$ cat config.mk
export PLATFORM = sky130hd
export DESIGN_NAME = prefetch_fetch_unit
export DESIGN_NICKNAME = d
export VERILOG_FILES = /design/src/rtl/fetch_pkg.sv /design/src/rtl/sync_fifo.sv /design/src/rtl/prefetch_fetch_unit.sv
export SDC_FILE = /design/constraint.sdc
export NUM_CORES = 1
export LEC_CHECK = 0
export BUFFER_PORTS_ARGS = -buffer_cell sky130_fd_sc_hd__buf_2
export CORE_AREA = 10 10 211 213
export DETAILED_ROUTE_END_ITERATION = 7
export DIE_AREA = 0 0 221 223
export GPL_TIMING_DRIVEN = 0
export PLACE_DENSITY = 0.6
export SLEW_MARGIN = 20
export SYNTH_ARGS = -nofsm -noshare
export SYNTH_HDL_FRONTEND = slang
export SYNTH_SLANG_ARGS = --single-unit
$ cat constraint.sdc
create_clock -name clk -period 4 [get_ports clk]
set_input_delay 1 -clock clk [delete_from_list [all_inputs] [get_ports clk]]
set_output_delay 1 -clock clk [all_outputs]
set_load 0.02 [all_outputs]
$ cat src/rtl/fetch_pkg.sv
// Shared definitions for the prefetching instruction fetch unit.
package fetch_pkg;

    // Byte distance between consecutive instruction words
    localparam int FetchStep = 4;

    // Instruction fetches always read a full word
    localparam logic [3:0] Imask = 4'b1111;

    // Default geometry of the fetch unit
    localparam int DefDataWidth = 32;
    localparam int DefDepth     = 4;

    // Width of a counter that must represent 0..depth inclusive
    function automatic int cntWidth(input int depth);
        return $clog2(depth + 1);
    endfunction

    localparam int CntW = cntWidth(DefDepth);

    // One buffered instruction together with the address it was fetched from
    typedef struct packed {
        logic [DefDataWidth-1:0] pc;
        logic [DefDataWidth-1:0] instr;
    } fetch_entry_t;

endpackage

$ cat src/rtl/sync_fifo.sv
// Synchronous FIFO with registered storage and a single-cycle flush.
module sync_fifo #(
    parameter int Width = 64,
    parameter int Depth = 4
) (
    input  logic                       clk,
    input  logic                       rst,
    input  logic                       flush_i,
    input  logic                       push_i,
    input  logic [Width-1:0]           data_i,
    input  logic                       pop_i,
    output logic [Width-1:0]           data_o,
    output logic                       empty_o,
    output logic [$clog2(Depth+1)-1:0] count_o
);

    localparam int PtrW = $clog2(Depth);
    localparam int CntW = $clog2(Depth + 1);

    logic [Width-1:0] mem_q [Depth];
    logic [PtrW-1:0]  rdPtr_q;
    logic [PtrW-1:0]  wrPtr_q;
    logic [CntW-1:0]  count_q;

    // Storage needs no reset; only entries between the pointers are ever observed
    always_ff @(posedge clk) begin
        if (push_i && !flush_i) begin
            mem_q[wrPtr_q] <= data_i;
        end
    end

    // Pointers wrap naturally because depth is a power of two; flush behaves like reset
    always_ff @(posedge clk) begin
        if (rst || flush_i) begin
            rdPtr_q <= '0;
            wrPtr_q <= '0;
            count_q <= '0;
        end else begin
            if (push_i) begin
                wrPtr_q <= wrPtr_q + PtrW'(1);
            end
            if (pop_i) begin
                rdPtr_q <= rdPtr_q + PtrW'(1);
            end
            count_q <= count_q + CntW'(push_i) - CntW'(pop_i);
        end
    end

    assign data_o  = mem_q[rdPtr_q];
    assign empty_o = (count_q == '0);
    assign count_o = count_q;

endmodule

$ cat src/rtl/prefetch_fetch_unit.sv
// Prefetching fetch stage: pipelined sequential imem requests, in-order
// response buffering with PCs, and redirect flushing of stale responses.
module prefetch_fetch_unit
    import fetch_pkg::*;
#(
    parameter int                   DataWidth      = DefDataWidth,
    parameter int                   Depth          = DefDepth,
    parameter int                   MaxOutstanding = 2,
    parameter logic [DataWidth-1:0] ResetPc        = '0
) (
    input  logic                 clk,
    input  logic                 rst,
    input  logic                 mem_stall,
    input  logic                 redirect,
    input  logic [DataWidth-1:0] redirect_pc,
    output logic                 imem_req,
    output logic [DataWidth-1:0] imem_addr,
    output logic [3:0]           imem_mask,
    output logic                 imem_we_re,
    input  logic                 imem_ready,
    input  logic                 imem_rvalid,
    input  logic [DataWidth-1:0] imem_rdata,
    output logic                 instr_valid,
    output logic [DataWidth-1:0] instr,
    output logic [DataWidth-1:0] instr_pc,
    input  logic                 instr_ready
);

    localparam int CntBits = cntWidth(Depth);
    localparam int SumBits = CntBits + 1;

    logic [DataWidth-1:0] fetchPc_q, fetchPc_d;
    logic [DataWidth-1:0] respPc_q, respPc_d;
    logic [CntBits-1:0]   outstanding_q, outstanding_d;
    logic [CntBits-1:0]   drop_q, drop_d;

    logic [CntBits-1:0]     fifoCount;
    logic                   fifoEmpty;
    logic [2*DataWidth-1:0] fifoHead;
    logic [SumBits-1:0]     slotsClaimed;
    logic                   issueOk;
    logic                   accept;
    logic                   rspValid;
    logic                   pushEn;
    logic                   popEn;
    logic [DataWidth-1:0]   redirectAligned;
    logic                   unusedPcBits;

    assign redirectAligned = {redirect_pc[DataWidth-1:2], 2'b00};
    assign unusedPcBits    = ^redirect_pc[1:0];

    // Every accepted request already owns a FIFO slot, so responses never need back-pressure
    assign slotsClaimed = SumBits'(fifoCount) + SumBits'(outstanding_q) - SumBits'(drop_q);
    assign issueOk      = !mem_stall && !redirect
                          && (outstanding_q < CntBits'(MaxOutstanding))
                          && (slotsClaimed < SumBits'(Depth));

    assign imem_req   = issueOk && !rst;
    assign imem_addr  = fetchPc_q;
    assign imem_mask  = Imask;
    assign imem_we_re = 1'b0;

    // A response with nothing outstanding is ignored rather than corrupting the counters
    assign accept   = imem_req && imem_ready;
    assign rspValid = imem_rvalid && (outstanding_q != '0);
    assign pushEn   = rspValid && (drop_q == '0) && !redirect;
    assign popEn    = !fifoEmpty && instr_ready && !redirect;

    // Next-state for PCs and counters; a redirect overrides everything else
    always_comb begin
        fetchPc_d     = fetchPc_q;
        respPc_d      = respPc_q;
        outstanding_d = outstanding_q + CntBits'(accept) - CntBits'(rspValid);
        drop_d        = drop_q;
        if (accept) begin
            fetchPc_d = fetchPc_q + DataWidth'(FetchStep);
        end
        if (pushEn) begin
            respPc_d = respPc_q + DataWidth'(FetchStep);
        end
        if (rspValid && (drop_q != '0)) begin
            drop_d = drop_q - CntBits'(1);
        end
        if (redirect) begin
            fetchPc_d = redirectAligned;
            respPc_d  = redirectAligned;
            drop_d    = outstanding_d;
        end
    end

    // State registers for the fetch and response PCs and the in-flight bookkeeping
    always_ff @(posedge clk) begin
        if (rst) begin
            fetchPc_q     <= ResetPc;
            respPc_q      <= ResetPc;
            outstanding_q <= '0;
            drop_q        <= '0;
        end else begin
            fetchPc_q     <= fetchPc_d;
            respPc_q      <= respPc_d;
            outstanding_q <= outstanding_d;
            drop_q        <= drop_d;
        end
    end

    sync_fifo #(
        .Width (2 * DataWidth),
        .Depth (Depth)
    ) u_fifo (
        .clk     (clk),
        .rst     (rst),
        .flush_i (redirect),
        .push_i  (pushEn),
        .data_i  ({respPc_q, imem_rdata}),
        .pop_i   (popEn),
        .data_o  (fifoHead),
        .empty_o (fifoEmpty),
        .count_o (fifoCount)
    );

    assign instr_valid = !fifoEmpty && !rst;
    assign instr_pc    = instr_valid ? fifoHead[2*DataWidth-1:DataWidth] : '0;
    assign instr       = instr_valid ? fifoHead[DataWidth-1:0] : '0;

    rvalidWithoutRequest: assert property (@(posedge clk) disable iff (rst)
        imem_rvalid |-> (outstanding_q != '0));

endmodule
# Word-level counts from Yosys, hierarchy flattened
# Memories as Yosys holds them, arrays and structs flattened. A register that Yosys moved wholly into a read port is not among the register bits.
# Index checks and enable logic that the tools add are counted.
# op_classes
addsub,11
magnitude_cmp,2
muxes,12
reduce_logical,26
# ops
cell,n
$mux 32,6
$add 32x3->32 const B,2
$logic_and 1x1->1,13
$add 3x1->3,2
$logic_not 3->1,2
$mux 3,2
$reduce_bool 2->1,3
$reduce_bool 3->1,2
$sub 3x1->3,2
$add 2x1->2 const B,2
$add 3x3->4,1
$logic_not 1->1,4
$lt 4x3->1 const B,1
$mux 2,2
$sub 4x3->4,1
$lt 3x2->1 const B,1
$sub 3x1->3 const B,1
$mux 1,2
$reduce_or 2->1,1
$logic_or 1x1->1,1
# word_totals
reg_bits,77
ramBits,256
out_inout_bits,103
word_cells,61
mem_count,1
# mem_list
memory,words,width,read_ports,rd_ports_with_merged_regs,write_ports,line_no,source
u_fifo.mem_q,4,64,1,1,1,sync_fifo.sv:20,logic [Width-1:0] mem_q [Depth];

# Longest topological paths before layout
# Gate-level depths: netlist of run 1.
# depth
ltp_word,9
depth_mapped,17
depth_no_buf,16

# By module
# Synthesis of run 1 repeated with hierarchy kept, for this count alone.
# hier_totals
hier_cells,931
area_unflattened_um2,14263.7
# by_module_without_submodules
mod,instances,cells_per_inst,area_each_um2,seq_area_each_um2
sync_fifo,1,380,9761.9,7867.5
prefetch_fetch_unit,1,551,4501.8,1321.3

# Worst setup path after synthesis of run 1
# Ideal clock, no wire load.
# synth_timing
kind,register to register
from,register outstanding_q[1]
to,register drop_q[2]
setup_time_ns,0.116
arrival_time_ns,3.780
path_slack_ns,0.104
path_stages_with_launch,18
path_buffers,1
cell_sequence,dfxtp_1 inv_1 fa_1 inv_1 ha_1 and3b_1 or4_1 a21oi_2 inv_2 clkbuf_1 ha_1 inv_1 ha_1 inv_1 fa_1 xnor2_1 nand2_1 o211a_1
# synth_via
elab_chain_cells,9
elab_cells_between_ends,15
cone_classes,4 x add/sub; 2 x order compare; 1 x mux; 8 x reduce/logical
# synth_rtl
item,line_no,source
start: declaration,prefetch_fetch_unit.sv:34,"logic [CntBits-1:0] outstanding_q, outstanding_d;"
start signal: assignment,prefetch_fetch_unit.sv:101,outstanding_q <= outstanding_d;
$add 3x3->4,prefetch_fetch_unit.sv:53,assign slotsClaimed = SumBits'(fifoCount) + SumBits'(outstanding_q) - SumBits'(drop_q);
$sub 4x3->4,prefetch_fetch_unit.sv:53,
$lt 4x3->1,prefetch_fetch_unit.sv:56,&& (slotsClaimed < SumBits'(Depth));
$logic_and 1x1->1,prefetch_fetch_unit.sv:56,
$logic_and 1x1->1,prefetch_fetch_unit.sv:58,assign imem_req = issueOk && !rst;
$logic_and 1x1->1,prefetch_fetch_unit.sv:64,assign accept = imem_req && imem_ready;
$add 3x1->3,prefetch_fetch_unit.sv:73,outstanding_d = outstanding_q + CntBits'(accept) - CntBits'(rspValid);
$sub 3x1->3,prefetch_fetch_unit.sv:73,
$mux 3,prefetch_fetch_unit.sv:84,if (redirect) begin
end signal: assignment,prefetch_fetch_unit.sv:102,drop_q <= drop_d;
end: declaration,prefetch_fetch_unit.sv:35,"logic [CntBits-1:0] drop_q, drop_d;"
# Several ways; a longest one is shown, not always the timed one.
# A chain may end at the register's enable or synchronous reset.

# Worst setup path after layout of run 1
# layout_timing
from,"register u_fifo.count_q[1], in the netlist u_fifo.count_o[1]"
to,output port imem_req
# layout_via
elab_chain_cells,5
# layout_rtl
item,line_no,source
start: declaration,sync_fifo.sv:23,logic [CntW-1:0] count_q;
start signal: assignment,sync_fifo.sv:45,count_q <= count_q + CntW'(push_i) - CntW'(pop_i);
$add 3x3->4,prefetch_fetch_unit.sv:53,
$sub 4x3->4,prefetch_fetch_unit.sv:53,
$lt 4x3->1,prefetch_fetch_unit.sv:56,
$logic_and 1x1->1,prefetch_fetch_unit.sv:56,
$logic_and 1x1->1,prefetch_fetch_unit.sv:58,
end: declaration,prefetch_fetch_unit.sv:16,"output logic imem_req,"
# No other way between the ends.

==> impl_metrics.tcl, run 1 <==
set metrics [dict create \
    cts_root_buf "clkbuf_16" \
    grtUsageTotal_pct 13.78 \
    yosysSeqAreaShare_pct 64.50 \
    setup_viol 0 \
    die_h_um 223 \
    busiest_layer "met2" \
    dp_cells 1662 \
    ys.flop_type "edfxtp_1" \
    synthArstFlopShare_pct 0 \
    place_congestion 0.8907 \
    end_kind "output port" \
    diodes 0 \
    drc 0 \
    avgRoutedWirePerCell_um 20.17 \
    worstSetupPathType "register to output port" \
    syn_inst 958 \
    num_rows 74 \
    rsz0062_at_grt "true" \
    critPathLaunchType "register" \
    vias 8891 \
    clk_latency_ns 0.52 \
    clock_sinks 323 \
    area_growth_pct 21.30 \
    antenna_found_initial 0 \
    cp.required_ns 3.00 \
    crit_fanout 5 \
    die_x_um 221 \
    slowest_stage "or4_4" \
    ys_warn_count 0 \
    hold_viol_final 0 \
    clk_pin_slew_ns 0.06 \
    dp_hpwl_um 24590 \
    grt_pass1_wl_um 53880 \
    crit_family "simple AND/OR/NAND/NOR gates" \
    finalMaxSlewViolations 0 \
    drt_first_pass_iters 5 \
    nets 1265 \
    met3_usage_pct 3.282 \
    netlist-cell-type-count 65 \
    gr-usage-met2_pct 22.03 \
    stdcell_count 1728 \
    drt-total-wl_um 34860 \
    setup_slack_ns 0.1013 \
    drt-initial-drc-count 684 \
    critical_path_arrival_ns 2.90 \
    ys_ff_latch 323 \
    cpPeakStageDelay_ns 0.59 \
    core_mm2 0.04037 \
    grt-ovfl-total 0 \
    drive_gt1_share_pct 28.01 \
    synth.avg_cell_area_um2 14.48 \
    post-route-period-util_pct 97.47 \
    syn_area_mm2 0.01387 \
    timing.max_cap.violations 0 \
    worstPathCellList "inv_4 > fa_1 > inv_1 > ha_1 > and3b_2 > or4_4 > a21oi_4 > buf_6" \
    initial_core_util_pct 34.37 \
    power_uw 8413 \
    tightest_slew_ns 0.8797 \
    cts_made_buffers 37 \
    antenna_left 0 \
    tritoncts "yes" \
    fin_crit_ns 3.899 \
    synth_edf_count 248 \
    post-place-ws_ns -0.6684 \
    p_leak_uw 0.005797 \
    min_path_type "register to register" \
    clock_path_buffers 3 \
    grt_max_degree 42 \
    clock_skew_ns 0.02024 \
    ioPinCount 174 \
    design_area_mm2 0.01683 \
    p_per_area_mw_per_mm2 500.0 \
    postPlaceCellArea_mm2 0.01549 \
    cts_htree_levels 2 \
    vias_per_cell 5.145 \
    fmax_ghz 0.2565 \
    critPathBufInv 3 \
    met1_usage_pct 18.41 \
    numPortBuffers 161 \
    status "finished, final reports clean" \
    grt_pass1_vias 9025 \
    ir_drop_mv 0.2619 \
    timing.slew.headroom_pct 40.90 \
    die_area_mm2 0.04928 \
]
[worst min-delay path: stages, from the launching register on]
cell	delay [ns]
dfxtp_1	0.33
nand2_1	0.06
o21ai_0	0.06
[state kept, by name (all words and copies together), names as in the netlist, named ones only]
name	cells
drop_q	3
imem_addr	30
outstanding_q	3
respPc_q	30
u_fifo.count_o	3
u_fifo.mem_q	248
u_fifo.rdPtr_q	2
u_fifo.wrPtr_q	2
[cells by family after synthesis]
kind of cell             share of synthesized area [%]
flip-flops                                       64.50
other                                          0.05413
XOR/XNOR                                         1.515
multiplexers                                     10.28
AND/OR/NAND/NOR                                  11.84
AO/OA/AOI/OAI                                    7.116
adder cells (fa/ha/maj)                          2.020
buffers and inverters                            2.669
[cells in the mapped netlist, types with 5 or more instances]
master | count | area (µm²)
nand4_1 | 18 | 112.6
or3_1 | 5 | 31.28
nor4_1 | 11 | 68.82
o22ai_1 | 5 | 31.28
nand3_1 | 27 | 135.1
inv_1 | 28 | 105.1
nor3_1 | 19 | 95.09
dfxtp_1 | 75 | 1501
nor2b_1 | 5 | 31.28
nand2_1 | 58 | 217.7
and3_1 | 9 | 56.30
clkbuf_1 | 37 | 138.9
a21boi_0 | 9 | 67.56
o21ai_0 | 12 | 60.06
o311ai_0 | 6 | 52.55
ha_1 | 16 | 200.2
o31a_1 | 12 | 105.1
a211oi_1 | 8 | 60.06
buf_1 | 9 | 33.78
o211ai_1 | 7 | 52.55
a311oi_1 | 8 | 70.07
o21a_1 | 10 | 75.07
nor2_1 | 44 | 165.2
xnor2_1 | 20 | 175.2
mux4_2 | 62 | 1396
buf_4 | 9 | 67.56
edfxtp_1 | 248 | 7447
or4_1 | 11 | 82.58
and2_1 | 73 | 456.7
a21oi_1 | 23 | 115.1
a31oi_1 | 12 | 75.07
[power by group]
group	switching (µW)	leakage (µW)	internal, µW	total [µW]
Combinational	677	0.00235	455	1130
Clock	1300	0.000572	2000	3310
Sequential	146	0.00288	3830	3970
[cell type report]
type,instances,area [µm²]
Fill cell,3754,23540
Sequential cell,323,8956
Multi-Input combinational cell,555,4631
Clock buffer,43,979.7
Timing Repair Buffer,172,974.7
Tap cell,532,665.6
Buffer,56,299.0
Clock inverter,18,206.4
Inverter,29,116.4
[layout by cell type (no fill, tap or decap), types with 6 or more instances in the layout]
master,synthesis,final
mux4_2,62,62
nor2_1,44,43
o21a_1,10,10
a21oi_1,23,22
or4_1,11,10
a31oi_1,12,12
clkdlybuf4s15_2,0,6
o211ai_1,7,7
dfxtp_1,75,73
nor3_1,19,19
edfxtp_1,248,248
and3_1,9,9
inv_1,28,27
clkbuf_1,37,39
nand3_1,27,27
a21boi_0,9,9
buf_2,2,162
a211oi_1,8,8
ha_1,16,16
nand2_1,58,58
o21ai_0,12,11
nor4_1,11,11
a311oi_1,8,8
and2_1,73,69
xnor2_1,20,19
o31a_1,12,12
nand4_1,18,18
buf_4,9,16
o311ai_0,6,6
clkbuf_16,0,38
conb_1,2,9
[through the flow]
stage / hold WS, ns / setup TNS, ns / util, %
6_report: 0.5006 / 0 / 41.69
2_1_floorplan: 0.4736 / 0 / -
4_1_cts: 0.4998 / 0 / 41.45
3_5_place_dp: 0.4897 / -2.328 / 38.38
5_1_grt: 0.5431 / -0.01354 / 41.69
3_3_place_gp: 0.4890 / -282.31 / 38.08
[routing by layer]
| layer | vias to the layer above | wire [µm] |
|---|---|---|
| met5 | - | 0 |
| met4 | 0 | 594 |
| met3 | 47 | 2418 |
| met2 | 319 | 16280 |
| met1 | 4394 | 15570 |
| li1 | 4131 | - |
[path summary, 6_finish.rpt]
path | end | slack (ns) | cells after the start | from
hold reg to reg | imem_addr[23]$_SDFFE_PP0P_ | 0.50 | 2 | imem_addr[23]$_SDFFE_PP0P_
setup reg to reg | drop_q[2]$_SDFFE_PP0P_ | 0.22 | 16 | u_fifo.count_o[1]$_SDFF_PP0_
hold / removal | imem_addr[23]$_SDFFE_PP0P_ | 0.50 | 2 | imem_addr[23]$_SDFFE_PP0P_
setup / recovery | imem_req | 0.10 | 8 | u_fifo.count_o[1]$_SDFF_PP0_
[what timing repair did]
item / CTS / global route
gates resized for setup: 16 / 17
pin swaps: 0 / 6
gates cloned: 0 / 0
buffers inserted: 0 / 7
hold buffers: 0 / 0
setup endpoints to repair: 67 / 5
Note: power is estimated with default switching activity, not from simulation.
==> inputs of run 2 (changes only) <==
Settings changed: CORE_AREA 10 10 211 213 to 10 10 249 180, DIE_AREA 0 0 221 223 to 0 0 259 190.
==> run 2 against run 1 <==
Effect of this change: combinational power barely moved; setup slack got worse by 0.023 ns; clock power fell by 5%; non-clock buffer count rose by 2; global-route usage rose by 0.71 points; hold slack got worse by 0.0015 ns; via count rose by 0.75%; core utilization fell by 0.094 points; critical path type unchanged; critical endpoint unchanged; highest routed layer unchanged.
==> impl_metrics.tcl, run 2 (synthesis results as in run 1) <==
set metrics [dict create \
    clk_pin_slew_ns 0.06 \
    vias 8958 \
    timing.max_cap.violations 0 \
    avgRoutedWirePerCell_um 20.65 \
    die_area_mm2 0.04921 \
    setup_viol 0 \
    internal-power_uw 6096 \
    final_common_cell "edfxtp_1" \
    fmax_ghz 0.2550 \
    end_kind "output port" \
    antenna_left 0 \
    rsz0062_at_grt "true" \
    drc 0 \
    drt_first_pass_iters 7 \
    worstSetupPathType "register to output port" \
    hold_viol_final 0 \
    finalMaxSlewViolations 0 \
    post-route-period-util_pct 98.06 \
    ioPinCount 174 \
    vias_per_cell 5.136 \
    critical_path_arrival_ns 2.92 \
    grt_pass1_wl_um 55610 \
    critPathLaunchType "register" \
    cp.required_ns 3.00 \
    p_per_area_mw_per_mm2 495.2 \
    cts_root_buf "clkbuf_16" \
    timing.slew.headroom_pct 35.44 \
    tightest_slew_ns 0.9610 \
    drive_gt1_share_pct 28.00 \
    min_path_type "register to register" \
    p_leak_uw 0.005787 \
    clock_skew_ns 0.01302 \
    seq_area_mm2 0.008954 \
    fin_crit_ns 3.922 \
    area_growth_pct 20.71 \
    clock_path_buffers 3 \
    multiInputGateArea_mm2 0.004631 \
    whs_path_depth 2 \
    grt-ovfl-total 0 \
    num_rows 62 \
    ir_drop_mv 0.2397 \
    cts_made_buffers 35 \
    post-place-ws_ns -0.6840 \
    grtUsageTotal_pct 14.49 \
    finish.utilization_pct 41.59 \
    drt-initial-drc-count 813 \
    drt-total-wl_um 36020 \
    antenna_found_initial 0 \
    grt_pass1_vias 9156 \
    crit_fanout 5 \
    top_register "u_fifo.mem_q" \
    nets 1265 \
    tritoncts "yes" \
    fill_cells 3772 \
    clock_sinks 323 \
    core_mm2 0.04026 \
    rr_worst_depth 15 \
    die_x_um 259 \
    cts_htree_levels 2 \
    diodes 0 \
    place_congestion 0.9041 \
    die_h_um 190 \
    seqPwrFrac_pct 48.0 \
    numPortBuffers 161 \
    p_clk_share_pct 38.1 \
    final_cell_mix "edfxtp_1 (248), buf_2 (162), dfxtp_1 (73), and2_1 (69), mux4_2 (62)" \
    status "finished, final reports clean" \
    ctsHoldBuffers 0 \
    netSwitchingPower_uw 2198 \
    switching_share_pct 26.50 \
    dp_hpwl_um 25270 \
    largest_register_ffs 248 \
    tns_ns 0 \
    clk_latency_ns 0.54 \
    p_comb_share_pct 13.9 \
    grt_max_degree 42 \
    initial_core_util_pct 34.46 \
    setup_slack_ns 0.07780 \
]
[run 2: cell count changes in the layout (fill, tap and decap cells not counted), sizes merged]
cell | before | now
bufinv | 4 | 2
inv | 28 | 31
clkbuf | 78 | 83
clkinv | 12 | 15
clkdlybuf4s15 | 6 | 1
buf | 187 | 190
clkinvlp | 3 | 0
[run 2: metal layers]
metal | vias up | part of all wire (%) | global-route usage [%]
met1 | 4412 | 47 | 21.13
met5 | - | 0 | 0
met4 | 0 | 1.4 | 3.272
li1 | 4135 | - | -
met2 | 368 | 42 | 20.96
met3 | 43 | 9.3 | 4.064
[run 2: final cells by class]
cell class | count | share of cell area [%]
buffer | 56 | 1.591
clock buffer | 44 | 5.551
clock inverter | 19 | 1.083
inverter | 29 | 0.6799
multi-input combinational | 555 | 27.65
sequential | 323 | 53.47
tap | 544 | 4.065
timing repair buffer | 174 | 5.910
[run 2: timing repair]
item                                    CTS  global route
gates resized for setup                   7            22
buffers inserted                          0             9
endpoints found under the setup margin   67            62
pin swaps                                 0             5
[run 2: worst max-delay path: stages, from the launching register on]
cell	delay, ns
dfxtp_4	0.36
inv_2	0.05
fa_1	0.53
inv_1	0.04
ha_1	0.27
and3b_2	0.21
or4_4	0.58
a21oi_4	0.21
buf_6	0.14
[run 2: path summary, 6_finish.rpt]
kind                                from                    endpoint  slack (ns)
max reg2reg  outstanding_q[1]$_SDFF_PP0_      drop_q[1]$_SDFFE_PP0P_        0.24
max          outstanding_q[1]$_SDFF_PP0_                    imem_req        0.08
min           imem_addr[23]$_SDFFE_PP0P_  imem_addr[23]$_SDFFE_PP0P_        0.50
min reg2reg   imem_addr[23]$_SDFFE_PP0P_  imem_addr[23]$_SDFFE_PP0P_        0.50
[run 2: power groups by stage]
stage	Clock, µW	Sequential (µW)	Combinational, µW
6_report	3160	3980	1160
3_3_place_gp	0	4050	1040
2_1_floorplan	0	4030	695
3_5_place_dp	0	4040	1070
4_1_cts	3230	3970	1100
5_1_grt	3380	4000	1280
[run 2: stage by stage]
step	hold WS, ns	std cells	power (µW)	instance area, µm²
2_1_floorplan	0.4736	965	4726	13900
3_3_place_gp	0.4876	1670	5084	15390
3_5_place_dp	0.4837	1674	5114	15510
4_1_cts	0.4961	1736	8305	16640
5_1_grt	0.5394	1744	8664	16750
6_report	0.4991	1744	8293	16750
==> inputs of run 3 (changes only) <==
Settings changed: CORE_AREA 10 10 249 180 to 10 10 213 155, DIE_AREA 0 0 259 190 to 0 0 223 165, PLACE_DENSITY 0.6 to 0.78, SYNTH_HIERARCHICAL from default to 1.
==> run 3 against run 2 <==
Effect of this change: area after synthesis increased by 2.8%; first-iteration DRC count up 1.1%; via count is 2.8% lower; final cell count is 11% lower; hold slack better by 0.044 ns; sequential share of layout area up 1.3 points; clock power decreased by 5%; sequential power barely moved; die area down 25%; largest cell class unchanged; largest power group unchanged.
==> impl_metrics.tcl, run 3 <==
set metrics [dict create \
    status "finished, final reports clean" \
    vias_per_cell 5.617 \
    dp_hpwl_um 22770 \
    top_register "u_fifo/mem_q" \
    ir_drop_mv 0.2848 \
    critPathBufInv 5 \
    synthArstFlopShare_pct 0 \
    fmax_ghz 0.2571 \
    final_cell_mix "edfxtp_1 (256), buf_2 (173), dfxtp_1 (74), and2_1 (66), mux4_2 (60)" \
    grt_pass1_wl_um 51390 \
    final_common_cell "edfxtp_1" \
    clk_latency_ns 0.56 \
    critPathLaunchType "primary input" \
    slowest_stage "nor2_1" \
    grt_max_degree 40 \
    finalMaxSlewViolations 0 \
    timing.slew.headroom_pct 39.60 \
    drt-initial-drc-count 822 \
    power_uw 7892 \
    critical_path_arrival_ns 2.89 \
    synth.top_cell.area_share_pct 53.89 \
    synth-simple-area-share_pct 10.68 \
    synthAdderAreaFrac_pct 1.965 \
    drive_gt1_share_pct 27.33 \
    syn_inst 931 \
    clock_sinks 331 \
    synth_xor_area_share_pct 2.377 \
    synth.most_common_cell "edfxtp_1" \
    antenna_left 0 \
    place_congestion 0.8990 \
    crit_family "buffers and inverters" \
    yosysSeqAreaShare_pct 64.42 \
    ys.flop_type "edfxtp_1" \
    post-place-ws_ns -0.1410 \
    tritoncts "yes" \
    worstSetupPathType "primary input to output port" \
    synthMuxAreaShare_pct 10.79 \
    grtUsageTotal_pct 17.68 \
    setup_slack_ns 0.1111 \
    grt_pass1_vias 8892 \
    drc 0 \
    num_rows 52 \
    p_leak_uw 0.005893 \
    crit_fanout 10 \
    setup_viol 0 \
    fin_crit_ns 3.889 \
    synth.avg_cell_area_um2 15.32 \
    core_mm2 0.02869 \
    nets 1237 \
    drt_first_pass_iters 5 \
    avgRoutedWirePerCell_um 21.32 \
    postPlaceCellArea_mm2 0.01572 \
    synth_area_leader_cell "edfxtp_1" \
    synth_top_family_by_area "multiplexers" \
    initial_core_util_pct 49.71 \
    numPortBuffers 164 \
    p_per_area_mw_per_mm2 470.4 \
    clock_path_buffers 3 \
    die_area_mm2 0.03680 \
    clk_pin_slew_ns 0.06 \
    timing.max_cap.violations 0 \
    worstPathCellList "buf_2 > buf_2 > nor2_1 > clkbuf_2 > clkbuf_1 > and2_1 > buf_2" \
    ioPinCount 174 \
    post-route-period-util_pct 97.22 \
    syn_area_mm2 0.01426 \
    die_x_um 223 \
    ys_top_cells_by_count "edfxtp_1 (256), dfxtp_1 (75), and2_1 (70)" \
    largest_register_ffs 256 \
    area_growth_pct 17.62 \
    vias 8706 \
    antenna_found_initial 0 \
    cts_htree_levels 1 \
    synth_area_leaders "edfxtp_1 (54%), dfxtp_1 (11%), mux4_2 (9.5%)" \
    ys_warn_count 6 \
    drt-total-wl_um 33040 \
    rsz0062_at_grt "false" \
    tightest_slew_ns 0.8978 \
    synth_compound_area_share_pct 6.456 \
    min_path_type "register to register" \
    cts_made_buffers 31 \
    die_h_um 165 \
    fill_cells 2182 \
    design_area_mm2 0.01678 \
    worst_path_most_repeated_cell "buf_2" \
    end_kind "output port" \
    synth_edf_count 256 \
    grt-ovfl-total 0 \
    netlist-cell-type-count 64 \
    cts_root_buf "clkbuf_16" \
    clock_skew_ns 0.01503 \
    ys_ff_latch 331 \
    cpPeakStageDelay_ns 0.39 \
    hold_viol_final 0 \
    cp.required_ns 3.00 \
]
-- run 3: cell count changes after synthesis, sizes merged, moves of 10 or more --
cell     previous run  this run
o2111ai             0        10
o21a               10        25
clkbuf             37        27
a21boi              9        28
or4                12         2
xor2                4        18
nand2              58        30
-- run 3: worst paths after layout --
kind	startpoint	to	slack [ns]	cells after the start
max reg2reg	outstanding_q[1]$_SDFF_PP0_	drop_q[2]$_SDFFE_PP0P_	0.43	14
max	rst	instr_pc[14]	0.11	7
min	u_fifo/rdPtr_q[0]$_SDFFE_PP0P_	u_fifo/rdPtr_q[1]$_SDFFE_PP0P_	0.54	2
min reg2reg	u_fifo/rdPtr_q[0]$_SDFFE_PP0P_	u_fifo/rdPtr_q[1]$_SDFFE_PP0P_	0.54	2
-- run 3: power breakdown --
part / leakage [µW] / internal, µW / switching, µW
sequential: 0.00294 / 3840 / 126
combinational: 0.00245 / 375 / 543
clock: 0.000504 / 1780 / 1220
-- run 3: layout make-up --
class                           count  area [µm²]  share of cell area [%]
Timing Repair Buffer              169       930.9                   5.549
Antenna cell                        1       2.502                 0.01492
Buffer                             52       349.1                   2.081
Clock buffer                       42       837.1                   4.989
Clock inverter                     16       205.2                   1.223
Sequential cell                   331        9190                   54.78
Multi-Input combinational cell    530        4673                   27.85
Inverter                           31       116.4                  0.6936
Tap cell                          378       473.0                   2.819
-- run 3: timing repair --
| action | CTS | global route |
|---|---|---|
| gates cloned | 0 | 0 |
| endpoints found under the setup margin | 30 | 5 |
| setup buffers | 0 | 1 |
| hold buffers | 0 | 0 |
| gates resized for setup | 1 | 2 |
| pin swaps | 0 | 1 |
-- run 3: cells by family (layout without fill, tap and decap cells) --
group,after synthesis,count (layout)
flops,331,331
fa+ha+maj,20,20
other cells,2,16
compound gates,126,126
xor+xnor,37,37
mux,72,72
simple gates,260,260
buf+inv,83,310
-- run 3: per-layer routing --
metal | global-route usage (%) | share of wire [%] | wire [µm]
met3 | 4.698 | 8.3 | 2728
met5 | 0 | 0 | 0
met4 | 3.828 | 1.7 | 548
met1 | 24.25 | 44 | 14520
met2 | 27.86 | 46 | 15240
-- run 3: worst register-to-register path: cells and delay by family, from the launching register on --
kind / cells / cell delay, ns
compound gates: 3 / 0.92
xor+xnor: 1 / 0.16
fa+ha+maj: 5 / 1.64
buf+inv: 4 / 0.24
flops: 1 / 0.39
simple gates: 1 / 0.12
-- run 3: metrics by stage --
stage          TNS (ns)  std cells  hold slack, ns  util, %
6_report              0       1550          0.5435    58.47
3_5_place_dp     -18.02       1490          0.5405    54.78
5_1_grt               0       1549          0.5633    58.46
3_3_place_gp    -187.69       1486          0.5223    54.41
4_1_cts               0       1548          0.5424    58.42
2_1_floorplan         0        944          0.4745        -
